<file path="config.mk">
export PLATFORM = sky130hd
export DESIGN_NAME = apb2axi_cmd_sched_flat
export DESIGN_NICKNAME = d
export VERILOG_FILES = /design/src/rtl/apb2axi_cmd_sched_if.sv /design/src/rtl/apb2axi_cmd_sched.sv /design/src/flat_wrapper.sv
export SDC_FILE = /design/constraint.sdc
export NUM_CORES = 1
export LEC_CHECK = 0
export ABC_AREA = 1
export BUFFER_PORTS_ARGS = -buffer_cell sky130_fd_sc_hd__buf_4
export CORE_AREA = 2 2 177 266
export CTS_BUF_LIST = sky130_fd_sc_hd__clkbuf_4 sky130_fd_sc_hd__clkbuf_8
export DETAILED_ROUTE_END_ITERATION = 10
export DIE_AREA = 0 0 179 268
export PLACE_DENSITY = 0.85
export SETUP_SLACK_MARGIN = 0.3
export SYNTH_ARGS = -nofsm -noshare
export SYNTH_HDL_FRONTEND = slang
export SYNTH_SLANG_ARGS = --single-unit
</file>
<file path="constraint.sdc">
create_clock -name pclk -period 6.97 [get_ports pclk]
set_input_delay 1.394 -clock pclk [delete_from_list [all_inputs] [get_ports pclk]]
set_output_delay 1.394 -clock pclk [all_outputs]
set_load 0.005 [all_outputs]
</file>
<file path="src/rtl/apb2axi_cmd_sched_if.sv">
// Bus bundle for the APB-to-AXI command scheduler: command capture from the
// register gateway, AXI AW/AR address channels, completion pulses and status.
//
// Handshake rule for AW and AR: a transfer happens on a rising clock edge where
// both valid and ready are high. Once valid is raised, it and the payload
// (addr/len/size/burst/id) stay unchanged until that edge. Valid never depends
// combinationally on ready.
interface apb2axi_cmd_sched_if #(
  parameter int AXI_ADDR_W = 64,
  parameter int ID_W       = 4,
  parameter int CNT_W      = 4
);
  // command capture from the gateway
  logic                  commit_pulse;
  logic [AXI_ADDR_W-1:0] cmd_addr;
  logic [7:0]            cmd_len;
  logic [2:0]            cmd_size;
  logic                  cmd_is_write;
  logic                  cmd_drop;
  // AXI write address channel
  logic                  awvalid;
  logic                  awready;
  logic [AXI_ADDR_W-1:0] awaddr;
  logic [7:0]            awlen;
  logic [2:0]            awsize;
  logic [1:0]            awburst;
  logic [ID_W-1:0]       awid;
  // AXI read address channel
  logic                  arvalid;
  logic                  arready;
  logic [AXI_ADDR_W-1:0] araddr;
  logic [7:0]            arlen;
  logic [2:0]            arsize;
  logic [1:0]            arburst;
  logic [ID_W-1:0]       arid;
  // completions and status
  logic                  wr_done;
  logic                  rd_done;
  logic [CNT_W-1:0]      outst_cnt;
  logic                  cnt_err;
  logic                  idle;
  // scheduler FSM state for observation (0=IDLE, 1=ISSUE_AW, 2=ISSUE_AR)
  logic [1:0]            state_dbg;

  // scheduler side: AXI address master
  modport master (
    input  commit_pulse, cmd_addr, cmd_len, cmd_size, cmd_is_write,
    input  awready, arready, wr_done, rd_done,
    output cmd_drop,
    output awvalid, awaddr, awlen, awsize, awburst, awid,
    output arvalid, araddr, arlen, arsize, arburst, arid,
    output outst_cnt, cnt_err, idle, state_dbg
  );

  // gateway / interconnect side
  modport slave (
    output commit_pulse, cmd_addr, cmd_len, cmd_size, cmd_is_write,
    output awready, arready, wr_done, rd_done,
    input  cmd_drop,
    input  awvalid, awaddr, awlen, awsize, awburst, awid,
    input  arvalid, araddr, arlen, arsize, arburst, arid,
    input  outst_cnt, cnt_err, idle, state_dbg
  );
endinterface

</file>
<file path="src/rtl/apb2axi_cmd_sched.sv">
// Command scheduler: queues committed commands per direction, arbitrates
// round-robin between write and read queues and issues them on AXI AW/AR,
// throttled by a global outstanding-transaction limit.
module apb2axi_cmd_sched #(
  parameter int AXI_ADDR_W = 64,
  parameter int Q_DEPTH    = 4,
  parameter int MAX_OUTST  = 8,
  parameter int ID_W       = 4
) (
  input logic                  pclk,
  input logic                  presetn,
  apb2axi_cmd_sched_if.master  bus
);

  localparam int PW     = $clog2(Q_DEPTH);
  localparam int CW     = $clog2(MAX_OUTST + 1);
  localparam int EW     = AXI_ADDR_W + 11;  // {addr, len, size}
  localparam int DIR_RD = 0;
  localparam int DIR_WR = 1;

  localparam logic [PW:0]     PTR_ONE = 1;
  localparam logic [ID_W-1:0] ID_ONE  = 1;
  localparam logic [CW-1:0]   MAX_C   = CW'(MAX_OUTST);

  typedef enum logic [1:0] {
    S_IDLE     = 2'd0,
    S_ISSUE_AW = 2'd1,
    S_ISSUE_AR = 2'd2
  } state_e;

  state_e state_q, state_d;

  // index 0 holds reads, index 1 holds writes
  logic [EW-1:0] mem_q  [2][Q_DEPTH];
  logic [PW:0]   wptr_q [2];
  logic [PW:0]   rptr_q [2];
  logic [EW-1:0] head   [2];
  logic [1:0]    push, pop, full, empty, accept, drop;

  logic            last_grant_q;  // 1 = last issue was a write
  logic [ID_W-1:0] awid_q, arid_q;
  logic [CW-1:0]   cnt_q, cnt_d;
  logic            cnt_err_q, cnt_err_d;
  logic            cmd_drop_q;
  logic [CW:0]     cnt_up, cnt_dn;
  logic            eligible;

  // queue status, push acceptance (full queue accepts when popped same cycle)
  always_comb begin
    push[DIR_WR] = bus.commit_pulse & bus.cmd_is_write;
    push[DIR_RD] = bus.commit_pulse & ~bus.cmd_is_write;
    pop[DIR_WR]  = (state_q == S_ISSUE_AW) & bus.awready;
    pop[DIR_RD]  = (state_q == S_ISSUE_AR) & bus.arready;
    for (int d = 0; d < 2; d++) begin
      empty[d]  = (wptr_q[d] == rptr_q[d]);
      full[d]   = (wptr_q[d][PW] != rptr_q[d][PW]) &&
                  (wptr_q[d][PW-1:0] == rptr_q[d][PW-1:0]);
      accept[d] = push[d] & (~full[d] | pop[d]);
      drop[d]   = push[d] & full[d] & ~pop[d];
      head[d]   = mem_q[d][rptr_q[d][PW-1:0]];
    end
  end

  // queue storage, written on accepted push
  always_ff @(posedge pclk) begin
    for (int d = 0; d < 2; d++) begin
      if (accept[d]) begin
        mem_q[d][wptr_q[d][PW-1:0]] <= {bus.cmd_addr, bus.cmd_len, bus.cmd_size};
      end
    end
  end

  // queue pointers
  always_ff @(posedge pclk or negedge presetn) begin
    if (!presetn) begin
      for (int d = 0; d < 2; d++) begin
        wptr_q[d] <= '0;
        rptr_q[d] <= '0;
      end
    end else begin
      for (int d = 0; d < 2; d++) begin
        if (accept[d]) wptr_q[d] <= wptr_q[d] + PTR_ONE;
        if (pop[d])    rptr_q[d] <= rptr_q[d] + PTR_ONE;
      end
    end
  end

  // arbitration: opposite of last grant on a tie, throttled by outstanding limit
  always_comb begin
    state_d  = state_q;
    eligible = (cnt_q < MAX_C);
    case (state_q)
      S_IDLE: begin
        if (eligible) begin
          if (!empty[DIR_WR] && !empty[DIR_RD]) begin
            state_d = last_grant_q ? S_ISSUE_AR : S_ISSUE_AW;
          end else if (!empty[DIR_WR]) begin
            state_d = S_ISSUE_AW;
          end else if (!empty[DIR_RD]) begin
            state_d = S_ISSUE_AR;
          end
        end
      end
      S_ISSUE_AW: if (bus.awready) state_d = S_IDLE;
      S_ISSUE_AR: if (bus.arready) state_d = S_IDLE;
      default:    state_d = S_IDLE;
    endcase
  end

  // outstanding count: +1 per issue, -1 per done, clamp at zero and flag underflow
  always_comb begin
    cnt_up = {1'b0, cnt_q} + {{CW{1'b0}}, (pop[DIR_WR] | pop[DIR_RD])};
    cnt_dn = {{CW{1'b0}}, bus.wr_done} + {{CW{1'b0}}, bus.rd_done};
    if (cnt_up < cnt_dn) begin
      cnt_d     = '0;
      cnt_err_d = 1'b1;
    end else begin
      cnt_d     = CW'(cnt_up - cnt_dn);
      cnt_err_d = 1'b0;
    end
  end

  // FSM state, grant history, ID counters, counter and pulse registers
  always_ff @(posedge pclk or negedge presetn) begin
    if (!presetn) begin
      state_q      <= S_IDLE;
      last_grant_q <= 1'b0;
      awid_q       <= '0;
      arid_q       <= '0;
      cnt_q        <= '0;
      cnt_err_q    <= 1'b0;
      cmd_drop_q   <= 1'b0;
    end else begin
      state_q    <= state_d;
      cnt_q      <= cnt_d;
      cnt_err_q  <= cnt_err_d;
      cmd_drop_q <= |drop;
      if (pop[DIR_WR]) begin
        last_grant_q <= 1'b1;
        awid_q       <= awid_q + ID_ONE;
      end else if (pop[DIR_RD]) begin
        last_grant_q <= 1'b0;
        arid_q       <= arid_q + ID_ONE;
      end
    end
  end

  // channel outputs: payload is the queue head while valid, zero otherwise
  always_comb begin
    bus.awvalid   = (state_q == S_ISSUE_AW);
    bus.arvalid   = (state_q == S_ISSUE_AR);
    bus.awburst   = 2'b01;
    bus.arburst   = 2'b01;
    bus.awaddr    = '0;
    bus.awlen     = '0;
    bus.awsize    = '0;
    bus.awid      = '0;
    bus.araddr    = '0;
    bus.arlen     = '0;
    bus.arsize    = '0;
    bus.arid      = '0;
    if (bus.awvalid) begin
      {bus.awaddr, bus.awlen, bus.awsize} = head[DIR_WR];
      bus.awid = awid_q;
    end
    if (bus.arvalid) begin
      {bus.araddr, bus.arlen, bus.arsize} = head[DIR_RD];
      bus.arid = arid_q;
    end
    bus.cmd_drop  = cmd_drop_q;
    bus.cnt_err   = cnt_err_q;
    bus.outst_cnt = cnt_q;
    bus.idle      = (&empty) && (state_q == S_IDLE) && (cnt_q == '0);
    bus.state_dbg = state_q;
  end

endmodule

</file>
<file path="src/flat_wrapper.sv">
// flat-port wrapper written by rule: the top's interface ports become plain ports
module apb2axi_cmd_sched_flat 
#(
  parameter int AXI_ADDR_W = 64,
  parameter int Q_DEPTH    = 4,
  parameter int MAX_OUTST  = 8,
  parameter int ID_W       = 4
)
  (pclk, presetn, bus_commit_pulse, bus_cmd_addr, bus_cmd_len, bus_cmd_size, bus_cmd_is_write, bus_awready, bus_arready, bus_wr_done, bus_rd_done, bus_cmd_drop, bus_awvalid, bus_awaddr, bus_awlen, bus_awsize, bus_awburst, bus_awid, bus_arvalid, bus_araddr, bus_arlen, bus_arsize, bus_arburst, bus_arid, bus_outst_cnt, bus_cnt_err, bus_idle, bus_state_dbg);
  apb2axi_cmd_sched_if #(.AXI_ADDR_W(AXI_ADDR_W), .ID_W(ID_W), .CNT_W((4))) bus_i ();
  input logic pclk;
  input logic presetn;
  input wire logic [$bits(bus_i.commit_pulse)-1:0] bus_commit_pulse;
  input wire logic [$bits(bus_i.cmd_addr)-1:0] bus_cmd_addr;
  input wire logic [$bits(bus_i.cmd_len)-1:0] bus_cmd_len;
  input wire logic [$bits(bus_i.cmd_size)-1:0] bus_cmd_size;
  input wire logic [$bits(bus_i.cmd_is_write)-1:0] bus_cmd_is_write;
  input wire logic [$bits(bus_i.awready)-1:0] bus_awready;
  input wire logic [$bits(bus_i.arready)-1:0] bus_arready;
  input wire logic [$bits(bus_i.wr_done)-1:0] bus_wr_done;
  input wire logic [$bits(bus_i.rd_done)-1:0] bus_rd_done;
  output wire logic [$bits(bus_i.cmd_drop)-1:0] bus_cmd_drop;
  output wire logic [$bits(bus_i.awvalid)-1:0] bus_awvalid;
  output wire logic [$bits(bus_i.awaddr)-1:0] bus_awaddr;
  output wire logic [$bits(bus_i.awlen)-1:0] bus_awlen;
  output wire logic [$bits(bus_i.awsize)-1:0] bus_awsize;
  output wire logic [$bits(bus_i.awburst)-1:0] bus_awburst;
  output wire logic [$bits(bus_i.awid)-1:0] bus_awid;
  output wire logic [$bits(bus_i.arvalid)-1:0] bus_arvalid;
  output wire logic [$bits(bus_i.araddr)-1:0] bus_araddr;
  output wire logic [$bits(bus_i.arlen)-1:0] bus_arlen;
  output wire logic [$bits(bus_i.arsize)-1:0] bus_arsize;
  output wire logic [$bits(bus_i.arburst)-1:0] bus_arburst;
  output wire logic [$bits(bus_i.arid)-1:0] bus_arid;
  output wire logic [$bits(bus_i.outst_cnt)-1:0] bus_outst_cnt;
  output wire logic [$bits(bus_i.cnt_err)-1:0] bus_cnt_err;
  output wire logic [$bits(bus_i.idle)-1:0] bus_idle;
  output wire logic [$bits(bus_i.state_dbg)-1:0] bus_state_dbg;
  assign bus_i.commit_pulse = bus_commit_pulse;
  assign bus_i.cmd_addr = bus_cmd_addr;
  assign bus_i.cmd_len = bus_cmd_len;
  assign bus_i.cmd_size = bus_cmd_size;
  assign bus_i.cmd_is_write = bus_cmd_is_write;
  assign bus_i.awready = bus_awready;
  assign bus_i.arready = bus_arready;
  assign bus_i.wr_done = bus_wr_done;
  assign bus_i.rd_done = bus_rd_done;
  assign bus_cmd_drop = bus_i.cmd_drop;
  assign bus_awvalid = bus_i.awvalid;
  assign bus_awaddr = bus_i.awaddr;
  assign bus_awlen = bus_i.awlen;
  assign bus_awsize = bus_i.awsize;
  assign bus_awburst = bus_i.awburst;
  assign bus_awid = bus_i.awid;
  assign bus_arvalid = bus_i.arvalid;
  assign bus_araddr = bus_i.araddr;
  assign bus_arlen = bus_i.arlen;
  assign bus_arsize = bus_i.arsize;
  assign bus_arburst = bus_i.arburst;
  assign bus_arid = bus_i.arid;
  assign bus_outst_cnt = bus_i.outst_cnt;
  assign bus_cnt_err = bus_i.cnt_err;
  assign bus_idle = bus_i.idle;
  assign bus_state_dbg = bus_i.state_dbg;
  apb2axi_cmd_sched #(.AXI_ADDR_W(AXI_ADDR_W), .Q_DEPTH(Q_DEPTH), .MAX_OUTST(MAX_OUTST), .ID_W(ID_W)) u_core (.pclk(pclk), .presetn(presetn), .bus(bus_i));
endmodule
</file>
== Word level (Yosys, flattened, before mapping) ==
Memory sizes are Yosys's and may differ from the RTL's.
Cells that the tools add are included.

* Register bits after elaboration: 29
* Latch bits: 0
* Bits in writable memories: 600
* ROM bits: 0
* Input port bits: 83
* Output and inout bits: 173
* Logic and storage cells: 117
* Memories kept: 1

{| class="wikitable"
|+ Memories
! name !! words !! width !! rd ports !! clocked after memory_dff !! write ports !! RTL line !! RTL
|-
| u_core.mem_q || 2 || 300 || 2 || 0 || 1 || apb2axi_cmd_sched.sv:34 || <nowiki>logic [EW-1:0] mem_q [2][Q_DEPTH];</nowiki>
|}

* Add/sub/neg operators: 9
* Multipliers: 0
* Div/mod/pow operators: 0
* Order comparisons: 8
* Equal/unequal tests: 12
* Shift-type cells: 0
* Mux-type cells: 37
* Bitwise logic cells: 22
* Reductions and logical operators: 17

{| class="wikitable"
|+ Operators by type and width
! cell !! count
|-
| 300-bit 2-to-1 mux || 4
|-
| 75-bit 2-to-1 mux || 6
|-
| 75-bit binary-select mux with 2-bit select || 2
|-
| 75-bit demux with 2-bit select || 2
|-
| 300-bit OR reduction || 1
|-
| 64-bit 2-to-1 mux || 2
|-
| 8-bit 2-to-1 mux || 2
|-
| 2-bit 2-to-1 mux || 7
|-
| 3-bit by 1-bit adder with 3-bit output (second input constant) || 4
|-
| 3-bit >= comparator (second input constant) || 4
|-
| 4-bit 2-to-1 mux || 3
|-
| 2-bit inverter with 3-bit output || 4
|-
| 1-bit bitwise AND || 10
|-
| 4-bit by 1-bit adder with 4-bit output (second input constant) || 2
|-
| 1-bit logical AND || 7
|-
| 3-bit equality test || 2
|-
| 3-bit by 1-bit < comparator with 1-bit output (second input constant) || 2
|-
| 1-bit 2-to-1 mux || 6
|-
| 3-bit 2-to-1 mux || 2
|-
| 2-bit one-hot mux with 3 select lines || 1
|-
| 4-bit by 1-bit adder with 5-bit output || 1
|-
| 5-bit by 2-bit < comparator with 1-bit output || 1
|-
| 1-bit inverter || 5
|-
| 2-bit equality test || 2
|-
| other kinds (17) || 23
|}

== Logic depth before layout (Yosys ltp) ==
* Depth in word-level cells: 9
* Mapped depth: 15
* Gate-level depth less buffers: 15

== Worst setup path after synthesis ==
Ideal clock, no wire load.

* Path type: input-to-reg
* Start point: input bus_arready
* End point: memory u_core.mem_q[0][0] (netlist bit), enable pin
* Setup time: 509 ps
* Data arrival time: 4,866 ps
* Slack: 1,595 ps
* Stages: 4
* Buffers on the path: 0
* Cell sequence: nand2_2 nand4_1 nand2_2 nor2_1

* Cells in the longest elaborated chain, start to end: 6

{| class="wikitable"
|+ Ends and longest elaborated chain
! what !! RTL line !! RTL
|-
| start: declaration || flat_wrapper.sv:19 || <nowiki>input wire logic [$bits(bus_i.arready)-1:0] bus_arready;</nowiki>
|-
| 1-bit bitwise AND || apb2axi_cmd_sched.sv:53 || <nowiki>pop[DIR_RD] = (state_q == S_ISSUE_AR) & bus.arready;</nowiki>
|-
| 1-bit bitwise OR || apb2axi_cmd_sched.sv:58 || <nowiki>accept[d] = push[d] & (~full[d] | pop[d]);</nowiki>
|-
| 1-bit bitwise AND || apb2axi_cmd_sched.sv:58 ||
|-
| 1-bit 2-to-1 mux || apb2axi_cmd_sched.sv:67 || <nowiki>if (accept[d]) begin</nowiki>
|-
| 300-bit 2-to-1 mux (implied by the code) || apb2axi_cmd_sched.sv:68 || <nowiki>mem_q[d][wptr_q[d][PW-1:0]] <= {bus.cmd_addr, bus.cmd_len, bus.cmd_size};</nowiki>
|-
| 300-bit 2-to-1 mux (no source line) || -- ||
|-
| end: declaration || apb2axi_cmd_sched.sv:34 ||
|}

Every way passes these cells.

== Final worst setup path ==
* Start point: register u_core.rptr_q[3] (netlist bit)
* End point: output bus_araddr[21]

* Cells in the longest elaborated chain, start to end: 5

{| class="wikitable"
|+ Ends and longest elaborated chain
! what !! RTL line !! RTL
|-
| start: declaration || apb2axi_cmd_sched.sv:36 || <nowiki>logic [PW:0] rptr_q [2];</nowiki>
|-
| start signal: indexed assignment || apb2axi_cmd_sched.sv:83 || <nowiki>if (pop[d]) rptr_q[d] <= rptr_q[d] + PTR_ONE;</nowiki>
|-
| 2-bit inverter with 3-bit output (implied by the code) || apb2axi_cmd_sched.sv:60 || <nowiki>head[d] = mem_q[d][rptr_q[d][PW-1:0]];</nowiki>
|-
| 75-bit binary-select mux with 2-bit select || apb2axi_cmd_sched.sv:60 ||
|-
| 75-bit 2-to-1 mux (implied by the code) (2 in series) || apb2axi_cmd_sched.sv:60 ||
|-
| 64-bit 2-to-1 mux || apb2axi_cmd_sched.sv:166 || <nowiki>if (bus.arvalid) begin</nowiki>
|-
| end: declaration || flat_wrapper.sv:30 || <nowiki>output wire logic [$bits(bus_i.araddr)-1:0] bus_araddr;</nowiki>
|}

Every way passes these cells. The select of a mux whose other input is x is not followed.

==> impl_metrics.tcl <==
set metrics [dict create \
    status "finished clean" \
    reg2reg_slack_ps 2990 \
    synth_top_family_by_area "simple AND/OR/NAND/NOR gates" \
    synthSimpleGateAreaFrac_pct 10.6 \
    hold_buffers 0 \
    relSlewSlack_pct 19.4 \
    gp_congestion 0.786 \
    placed_cells 2722 \
    synth_top_area_share_pct 72.5 \
    use_met3_pct 3.78 \
    yosysMostFrequentCell "nor2_1" \
    vdd_drop_max_mv 0.247 \
    wire_per_inst_um 20.8 \
    drv_slew 0 \
    overflow 0 \
    crit_top_cell "buf_4" \
    cp.arrival_ps 3590 \
    max_cap_viol_count 0 \
    synth-seq-cells 629 \
    die_h_um 268 \
    pin_count 256 \
    finalNetCount 2325 \
    p_int_uw 7290 \
    p_switching_uw 4040 \
    portBuffers 251 \
    clock_power_share_pct 24.0 \
    fin_crit_ps 4980 \
    skew_ps 34.7 \
    instances_no_fill 2883 \
    die_width_um 179 \
    core-area_um2 45500 \
    timing.critical_path.slowest_cell_delay_ps 810 \
    postLayoutCellArea_um2 28800 \
    max_freq_mhz 201 \
    synth_cells 1980 \
    final.setup.tns_ps 0 \
    async_flop_share_pct 4.61 \
    drc 0 \
    ant_nets 0 \
    swShare_pct 35.7 \
    clock_latency_ps 640 \
    die_area_um2 48000 \
    cp-end-kind "output port" \
    cp-start-kind "register" \
    initial_core_util_pct 54.6 \
    cts_tree "done" \
    hold_viol 0 \
    drtPass1Iterations 6 \
    setup_viol_count_final 0 \
    seq_area_frac_synth_pct 75.4 \
    synthTopCellsByArea "edfxtp_1, nor2_1, o21ai_0" \
    htree_levels 3 \
    critical_path.max_fanout 84 \
    synthTopCellsByCount "nor2_1, edfxtp_1, o21ai_0" \
    post_cts_buffers 0 \
    critPathKind "reg -> out" \
    leakagePower_uw 0.0103 \
    grt_pass1_wl_um 89900 \
    synth_edf_count 600 \
    grt_max_degree 85 \
    rows 96 \
    grt_setup_unrepaired "no" \
    power_density_nw_per_um2 393 \
    cp.required_ps 5580 \
    synth_cell_types 28 \
    synthAdderAreaFrac_pct 0.936 \
    syn_area_per_cell_um2 12.6 \
    grt_pass1_vias 16689 \
    share_comb_of_total_power_pct 31.7 \
    synth_top_cell_by_area "edfxtp_1" \
    min_path_type "reg -> reg" \
    hpwl_um 35400 \
    cts.clk_slew.worst_paths_ps 60 \
    dpl-instance-area_um2 27100 \
    path_cells "inv_4 -> buf_4 -> o21ai_0 -> a21oi_1 -> buf_4" \
    worst-path-buf-inv 3 \
    clock_path_buffers 3 \
    drtIter0Drc 1587 \
    slowest_stage "dfrtp_4" \
    fin_crit_sh_pct 71.5 \
    area_growth_pct 16.0 \
    vias 16485 \
    synth_flop_cell "edfxtp_1" \
    drt-vias-per-instance 5.72 \
    yosys_warnings 0 \
    use_met1_pct 27.4 \
    clock_sink_count 629 \
    tightestPinTransition_ps 1210 \
    cts_root_buffer "clkbuf_8" \
    wl_um 59900 \
    synth-compound-area-share_pct 9.27 \
    post_cts_resized 0 \
    cts-buffers-inserted 88 \
    pwr-share-seq_pct 44.3 \
    synth_mux_area_share_pct 0 \
    antenna_found_initial 3 \
    fillers 3137 \
    top_usage_layer "met2" \
    netlist_area_um2 24900 \
    drive_gt1_share_pct 18.9 \
    grt_usage_pct 24.8 \
    grtUsageMet2_pct 45.3 \
    synthXorXnorAreaFrac_pct 0.735 \
    critical-path-top-delay-family "buffers and inverters" \
]
## kinds of logic (layout without fill, tap and decap cells)
group	Yosys count	after routing
AOI/OAI and AO/OA	460	460
DFF	629	629
xor gates and xnor gates	20	20
and+or+nand+nor	687	687
adders and majority gates	18	18
other	2	6
buffers and inverters	164	475
## per-stage QoR
step | setup WS (ps) | hold slack, ps | utilization (%) | total power, uW
2_1_floorplan | 1590 | 442 | - | 7230
3_3_place_gp | 2780 | 460 | 59.6 | 8460
3_5_place_dp | 2680 | 479 | 59.6 | 8660
4_1_cts | 1970 | 502 | 63.3 | 11400
5_1_grt | 1820 | 536 | 63.3 | 12000
6_report | 1990 | 499 | 63.3 | 11300
## state kept, by name (all words and copies together) (netlist names)
| signal | count |
|---|---|
| u_core.mem_q | 600 |
| u_core.rptr_q | 6 |
| u_core.wptr_q | 6 |
| u_core.arid_q | 4 |
| u_core.awid_q | 4 |
| u_core.bus.outst_cnt | 4 |
| u_core.bus.state_dbg | 2 |
| u_core.bus.cmd_drop | 1 |
| u_core.bus.cnt_err | 1 |
| u_core.last_grant_q | 1 |
## area by class of cell
cell class / count / area (um^2) / area share, %
diodes: 2 / 5.00 / 0.0174
clock buffers: 109 / 1380 / 4.79
clock inverters: 50 / 299 / 1.04
inverters: 45 / 175 / 0.608
multi-input cells: 1189 / 5440 / 18.9
flip-flops and latches: 629 / 18800 / 65.1
well taps: 588 / 736 / 2.55
repair buffers: 271 / 2030 / 7.06
## final timing paths
path                                startpoint              endpoint  cells past startpoint
max in group asynchronous              presetn      u_core.rptr_q[1]                      1
min                        u_core.last_grant_q   u_core.last_grant_q                      2
min in group asynchronous              presetn      u_core.wptr_q[0]                      1
max reg2reg                   u_core.rptr_q[1]  u_core.mem_q[0][409]                      8
max                           u_core.rptr_q[3]        bus_araddr[21]                      5
min reg2reg                u_core.last_grant_q   u_core.last_grant_q                      2
## power groups by stage
stage          registers [uW]  logic, uW  clock network (uW)
2_1_floorplan            4880       2350                   0
3_3_place_gp             5060       3400                   0
3_5_place_dp             5090       3570                   0
4_1_cts                  5010       3600                2760
5_1_grt                  5060       3970                2920
6_report                 5020       3590                2720
## worst register-to-register path, stage by stage (launching register included)
cell and delay, ps:
dfrtp_4 750, buf_4 600, xnor2_1 180, nand2_1 80, nor2_1 50, nand2_2 110
nand2_2 190, nor2_4 840, buf_4 790
## layout by cell type, fill, tap and decap left out, drive strengths merged, types with 2 or more instances in the layout
cell type  netlist  routed
xor2            12      12
clkinvlp         0       5
diode            0       2
nand3           11      11
conb             2       4
nand2           39      39
or2              3       3
buf             71     271
edfxtp         600     600
nand4            5       5
nor2           627     627
inv             45      45
dfrtp           29      29
clkbuf          48     109
bufinv           0       2
clkinv           0      43
xnor2            8       8
a21oi          154     154
o21ai          305     305
ha              17      17
## layer usage
layer  part of all wire, %  wire (um)  vias up
li1                      -          -     7439
met1                    35      20900     8088
met2                    54      32400      803
met3                   6.6       3950      153
met4                   4.4       2630        2
met5                 0.017         10        -
Note: power is estimated with default switching activity, not from simulation.
